## src/rtl/bash_f_const_inv_if.sv

```systemverilog
// Handshake bundle between the inverse round-constant generator and its consumer.
interface bash_f_const_inv_if #(
  parameter int ROUNDS = 24
) ();
  localparam int RW = $clog2(ROUNDS + 1);

  logic          start_i;
  logic [63:0]   seed_i;
  logic          ready_i;
  logic          valid_o;
  logic [63:0]   c_o;
  logic [RW-1:0] round_o;
  logic          last_o;
  logic          busy_o;

  // Consumer / controller side
  modport master (
    output start_i, seed_i, ready_i,
    input  valid_o, c_o, round_o, last_o, busy_o
  );

  // Generator side
  modport slave (
    input  start_i, seed_i, ready_i,
    output valid_o, c_o, round_o, last_o, busy_o
  );
endinterface

```

## src/rtl/bash_f_const_inv.sv

```systemverilog
// Reverse-order bash-f round-constant generator: emits C_N, C_(N-1), ... C_1
// starting from the seed, undoing one forward LFSR step per accepted transfer.
module bash_f_const_inv #(
  parameter int          ROUNDS  = 24,
  parameter logic [63:0] C_CONST = 64'hAED8E07F99E12BDC
) (
  input  logic             clk,
  input  logic             rst,
  bash_f_const_inv_if.slave bus
);
  localparam int RW = $clog2(ROUNDS + 1);

  // Port words are little-endian bytes of the LFSR integer.
  function automatic logic [63:0] bswap(input logic [63:0] w);
    logic [63:0] r;
    for (int i = 0; i < 8; i++) r[8*i +: 8] = w[8*(7-i) +: 8];
    return r;
  endfunction

  localparam logic [63:0] K = bswap(C_CONST);

  // Inverse of I' = (I >> 1) ^ (I[0] ? K : 0); K[63]=1 exposes the shifted-out bit.
  function automatic logic [63:0] inv_step(input logic [63:0] w);
    logic [63:0] i;
    logic [63:0] t;
    logic        b;
    i = bswap(w);
    b = i[63];
    t = i ^ (b ? K : 64'd0);
    return bswap({t[62:0], b});
  endfunction

  typedef enum logic {IDLE, RUN} state_t;

  state_t        state_q, state_d;
  logic [63:0]   c_q;
  logic [RW-1:0] round_q;
  logic          xfer;
  logic          is_last;

  assign xfer    = (state_q == RUN) && bus.ready_i;
  assign is_last = (round_q == RW'(1));

  // State register
  always_ff @(posedge clk or posedge rst) begin
    if (rst) state_q <= IDLE;
    else     state_q <= state_d;
  end

  // Next-state: start only honoured in IDLE; leave RUN on the final transfer
  always_comb begin
    state_d = state_q;
    case (state_q)
      IDLE:    if (bus.start_i)     state_d = RUN;
      RUN:     if (xfer && is_last) state_d = IDLE;
      default:                      state_d = IDLE;
    endcase
  end

  // Constant and round counter; both hold while the consumer stalls
  always_ff @(posedge clk or posedge rst) begin
    if (rst) begin
      c_q     <= '0;
      round_q <= '0;
    end else if (state_q == IDLE && bus.start_i) begin
      c_q     <= bus.seed_i;
      round_q <= RW'(ROUNDS);
    end else if (xfer) begin
      if (is_last) begin
        round_q <= '0;
      end else begin
        c_q     <= inv_step(c_q);
        round_q <= round_q - RW'(1);
      end
    end
  end

  // Outputs decoded from registered state only, so they cannot glitch
  always_comb begin
    bus.valid_o = (state_q == RUN);
    bus.busy_o  = (state_q == RUN);
    bus.last_o  = (state_q == RUN) && is_last;
    bus.c_o     = c_q;
    bus.round_o = round_q;
  end
endmodule

```

## src/flat_wrapper.sv

```systemverilog
// flat-port wrapper written by rule: the top's interface ports become plain ports
module bash_f_const_inv_flat 
#(
  parameter int          ROUNDS  = 24,
  parameter logic [63:0] C_CONST = 64'hAED8E07F99E12BDC
)
  (clk, rst, bus_start_i, bus_seed_i, bus_ready_i, bus_valid_o, bus_c_o, bus_round_o, bus_last_o, bus_busy_o);
  bash_f_const_inv_if #(.ROUNDS(ROUNDS)) bus_i ();
  input  logic clk;
  input  logic rst;
  input wire logic [$bits(bus_i.start_i)-1:0] bus_start_i;
  input wire logic [$bits(bus_i.seed_i)-1:0] bus_seed_i;
  input wire logic [$bits(bus_i.ready_i)-1:0] bus_ready_i;
  output wire logic [$bits(bus_i.valid_o)-1:0] bus_valid_o;
  output wire logic [$bits(bus_i.c_o)-1:0] bus_c_o;
  output wire logic [$bits(bus_i.round_o)-1:0] bus_round_o;
  output wire logic [$bits(bus_i.last_o)-1:0] bus_last_o;
  output wire logic [$bits(bus_i.busy_o)-1:0] bus_busy_o;
  assign bus_i.start_i = bus_start_i;
  assign bus_i.seed_i = bus_seed_i;
  assign bus_i.ready_i = bus_ready_i;
  assign bus_valid_o = bus_i.valid_o;
  assign bus_c_o = bus_i.c_o;
  assign bus_round_o = bus_i.round_o;
  assign bus_last_o = bus_i.last_o;
  assign bus_busy_o = bus_i.busy_o;
  bash_f_const_inv #(.ROUNDS(ROUNDS), .C_CONST(C_CONST)) u_core (.clk(clk), .rst(rst), .bus(bus_i));
endmodule
```

## config.mk

```make
export PLATFORM = sky130hd
export DESIGN_NAME = bash_f_const_inv_flat
export DESIGN_NICKNAME = d
export VERILOG_FILES = /design/src/rtl/bash_f_const_inv_if.sv /design/src/rtl/bash_f_const_inv.sv /design/src/flat_wrapper.sv
export SDC_FILE = /design/constraint.sdc
export NUM_CORES = 1
export LEC_CHECK = 0
export ABC_CLOCK_PERIOD_IN_PS = 3100
export BUFFER_PORTS_ARGS = -buffer_cell sky130_fd_sc_hd__buf_4
export CAP_MARGIN = 20
export CORE_ASPECT_RATIO = 0.7
export CORE_MARGIN = 1
export CORE_UTILIZATION = 32
export CTS_CLUSTER_DIAMETER = 80
export DETAILED_ROUTE_END_ITERATION = 6
export PLACE_DENSITY = 0.55
export SKIP_CTS_REPAIR_TIMING = 1
export SLEW_MARGIN = 20
export SYNTH_ARGS = -nofsm -noshare
export SYNTH_HDL_FRONTEND = slang
export SYNTH_SLANG_ARGS = --single-unit
```

## constraint.sdc

```tcl
create_clock -name clk -period 3.1 [get_ports clk]
set_input_delay 0.31 -clock clk [delete_from_list [all_inputs] [get_ports clk]]
set_output_delay 0.31 -clock clk [all_outputs]
set_load 0.01 [all_outputs]
```

==> flow_summary.json <==
{
  "rsz0062_at_grt": "no",
  "drive_gt1_frac": 0.315,
  "synth_flop_cell": "dfrtp_1",
  "final_cells": 695,
  "grt_pass1_vias": 3562,
  "synth_edf_count": 0,
  "synth_top_cell_by_area": "dfrtp_1",
  "critical_path_buf_inv_count": 2,
  "num_antenna_cells": 0,
  "nets": 607,
  "required_ns": 3.30,
  "dp.cells": 678,
  "slew_headroom": 0.265,
  "outcome": "complete, no violations",
  "hpwl_um": 8390,
  "hold_class": "primary input to flop",
  "antenna_found_initial": 0,
  "finalHoldViolations": 0,
  "totalWireLength_um": 12800,
  "final-setup-viol-count": 0,
  "path_class": "flop to flop",
  "grt_pass1_wl_um": 20100,
  "fin_crit_ns": 2.48,
  "setup-tns-final_ns": 0,
  "worst-slew-pin-transition_ns": 1.10,
  "synth_top_family_by_area": "compound AO/OA/AOI/OAI gates",
  "synthTopCellsByArea": "dfrtp_1 46%, xor2_1 7.8%, o21ai_0 7.3%, o31ai_1 6.7%, a21oi_1 6.6%",
  "vias": 3745,
  "fillers": 1141,
  "cts_buffers": 9,
  "leakage_nw": 2.36,
  "synth_compound_area_frac": 0.271,
  "synth_top_area_frac": 0.459,
  "max_cap_viol_count": 0,
  "coreArea_um2": 11300,
  "grt-ovfl-total": 0,
  "syn_nets": 492,
  "io_pins": 140,
  "synth_mux_area_frac": 0,
  "synth_seq_cells": 70,
  "drt.antenna.violating_nets": 0,
  "place.gp.congestion": 0.807,
  "syn_area_um2": 3810,
  "yosys.area_share.simple": 0.130,
  "min_period_over_period": 0.800,
  "multi_input_area_um2": 1860,
  "clock_skew_ns": 0.00743,
  "wl_per_cell_um": 18.5,
  "whs_ns": 0.180,
  "drc": 0,
  "grt_max_degree": 64,
  "ff_latch_area_um2": 1750,
  "ys_async_sr_fraction": 1.00,
  "clk_latency_ns": 0.33,
  "vdd_drop_max_uv": 375,
  "initial_core_util": 0.338,
  "dieArea_um2": 12400,
  "dieWidth_um": 132,
  "max_stage_delay_ns": 0.95,
  "crit_path_start_kind": "flop",
  "synth_cell_types": 27,
  "crit_arrival_ns": 2.68,
  "vias_per_cell": 5.39,
  "portBuffers": 139,
  "synth-adder-area-share": 0.00656,
  "drv_slew": 0,
  "synth_commonest_cells": "70 x dfrtp_1, 56 x o21ai_0, 50 x a21oi_1",
  "endpoint_kind": "flop",
  "clk_path_buf_depth": 2,
  "ys_seq_area_frac": 0.459,
  "htreeDepth": 3,
  "worstPathMaxFanout": 34,
  "critPathTopFamily": "simple AND/OR/NAND/NOR gates",
  "grt.total_usage": 0.211,
  "synthXorXnorAreaFrac": 0.0781,
  "drtIter0Drc": 267,
  "drt-pass1-iter-count": 4,
  "clock-root-buffer": "clkbuf_16",
  "cts_sinks": 70,
  "clkTransAtPathRegs_ns": 0.06,
  "power_density_nw_per_um2": 1050,
  "critPathSlowestCell": "or4b_2",
  "utilization": 0.466,
  "path_cells": "inv_1, ha_1, or4b_2, buf_4, a21oi_1, o21ai_0",
  "syn_to_final_growth_pct": 37.8,
  "rows": 32,
  "syn_avg_cell_area_um2": 9.04,
  "max_freq_mhz": 403,
  "syn_inst": 422,
  "die_height_um": 93.3,
  "cts_tree": "built",
  "yosysMostFrequentCell": "dfrtp_1",
  "yosysWarnings": 0
}
==> flip-flops by register name (all words and copies together), names as in the netlist <==
name and cells:
u_core.bus.round_o 5, u_core.bus.c_o 64, u_core.bus.busy_o 1
==> area by class of cell <==
| class | count | share of cell area |
|---|---|---|
| clock buffer | 12 | 0.0488 |
| clock inverter | 4 | 0.00857 |
| inverter | 3 | 0.00238 |
| multi-input combinational | 304 | 0.355 |
| sequential | 70 | 0.333 |
| tap | 153 | 0.0364 |
| timing repair buffer | 149 | 0.216 |
==> worst paths after layout <==
path / from / cells past startpoint / end / slack, ns
worst max-delay path: u_core.bus.round_o[1]$_DFFE_PP0P_ / 6 / u_core.bus.c_o[48]$_DFFE_PP0P_ / 0.62
worst min-delay path: bus_seed_i[58] / 3 / u_core.bus.c_o[58]$_DFFE_PP0P_ / 0.18
worst max register to register: u_core.bus.round_o[1]$_DFFE_PP0P_ / 6 / u_core.bus.c_o[48]$_DFFE_PP0P_ / 0.62
worst min register to register: u_core.bus.round_o[1]$_DFFE_PP0P_ / 2 / u_core.bus.round_o[1]$_DFFE_PP0P_ / 0.57
max in group asynchronous: rst / 4 / u_core.bus.c_o[47]$_DFFE_PP0P_ / 1.90
min in group asynchronous: rst / 3 / u_core.bus.c_o[25]$_DFFE_PP0P_ / 0.48
==> through the flow <==
step                      power (mW)  cell area [um^2]  setup WS, ns
after floorplan                 3.29              3810          1.02
after global placement          4.43              4940         0.721
after detailed placement        4.48              4940         0.671
after CTS                       5.56              5250         0.644
after global routing            5.91              5260         0.529
final                           5.51              5260         0.621
==> cell families (layout without fill, tap and decap cells) <==
kind of cell / Yosys count / count (layout)
simple gates: 97 / 97
fa+ha+maj: 2 / 2
buf+inv: 48 / 168
compound gates: 171 / 171
flops: 70 / 70
xor+xnor: 34 / 34
==> worst register-to-register path, stage by stage (launching register included) <==
cell and delay (ns):
dfrtp_1 0.40, inv_1 0.09, ha_1 0.18, or4b_2 0.95, buf_4 0.39, a21oi_1 0.22
o21ai_0 0.12
==> report_power, final <==
group	leakage [nW]	internal (mW)	switching (mW)
Clock	0.152	0.663	0.382
Combinational	1.39	1.28	1.18
Sequential	0.814	1.38	0.635
==> metal layers <==
| layer | vias up | GRT usage | part of all wire |
|---|---|---|---|
| met3 | 8 | 0.0623 | 0.084 |
| met1 | 1846 | 0.315 | 0.50 |
| met2 | 147 | 0.296 | 0.41 |
| met4 | 0 | 0.0450 | 0.0044 |
| li1 | 1744 | - | - |
| met5 | - | 0 | 0 |
==> cells in the final DEF (no fill, tap or decap), drive strengths merged, types with 16 or more instances in the layout <==
master / n
buf: 148
nand2: 36
a21oi: 50
o31ai: 34
nor2: 17
dfrtp: 70
o21ai: 56
a31oi: 16
xor2: 34
and2: 16
No activity file was read; power rests on OpenSTA's default activity.
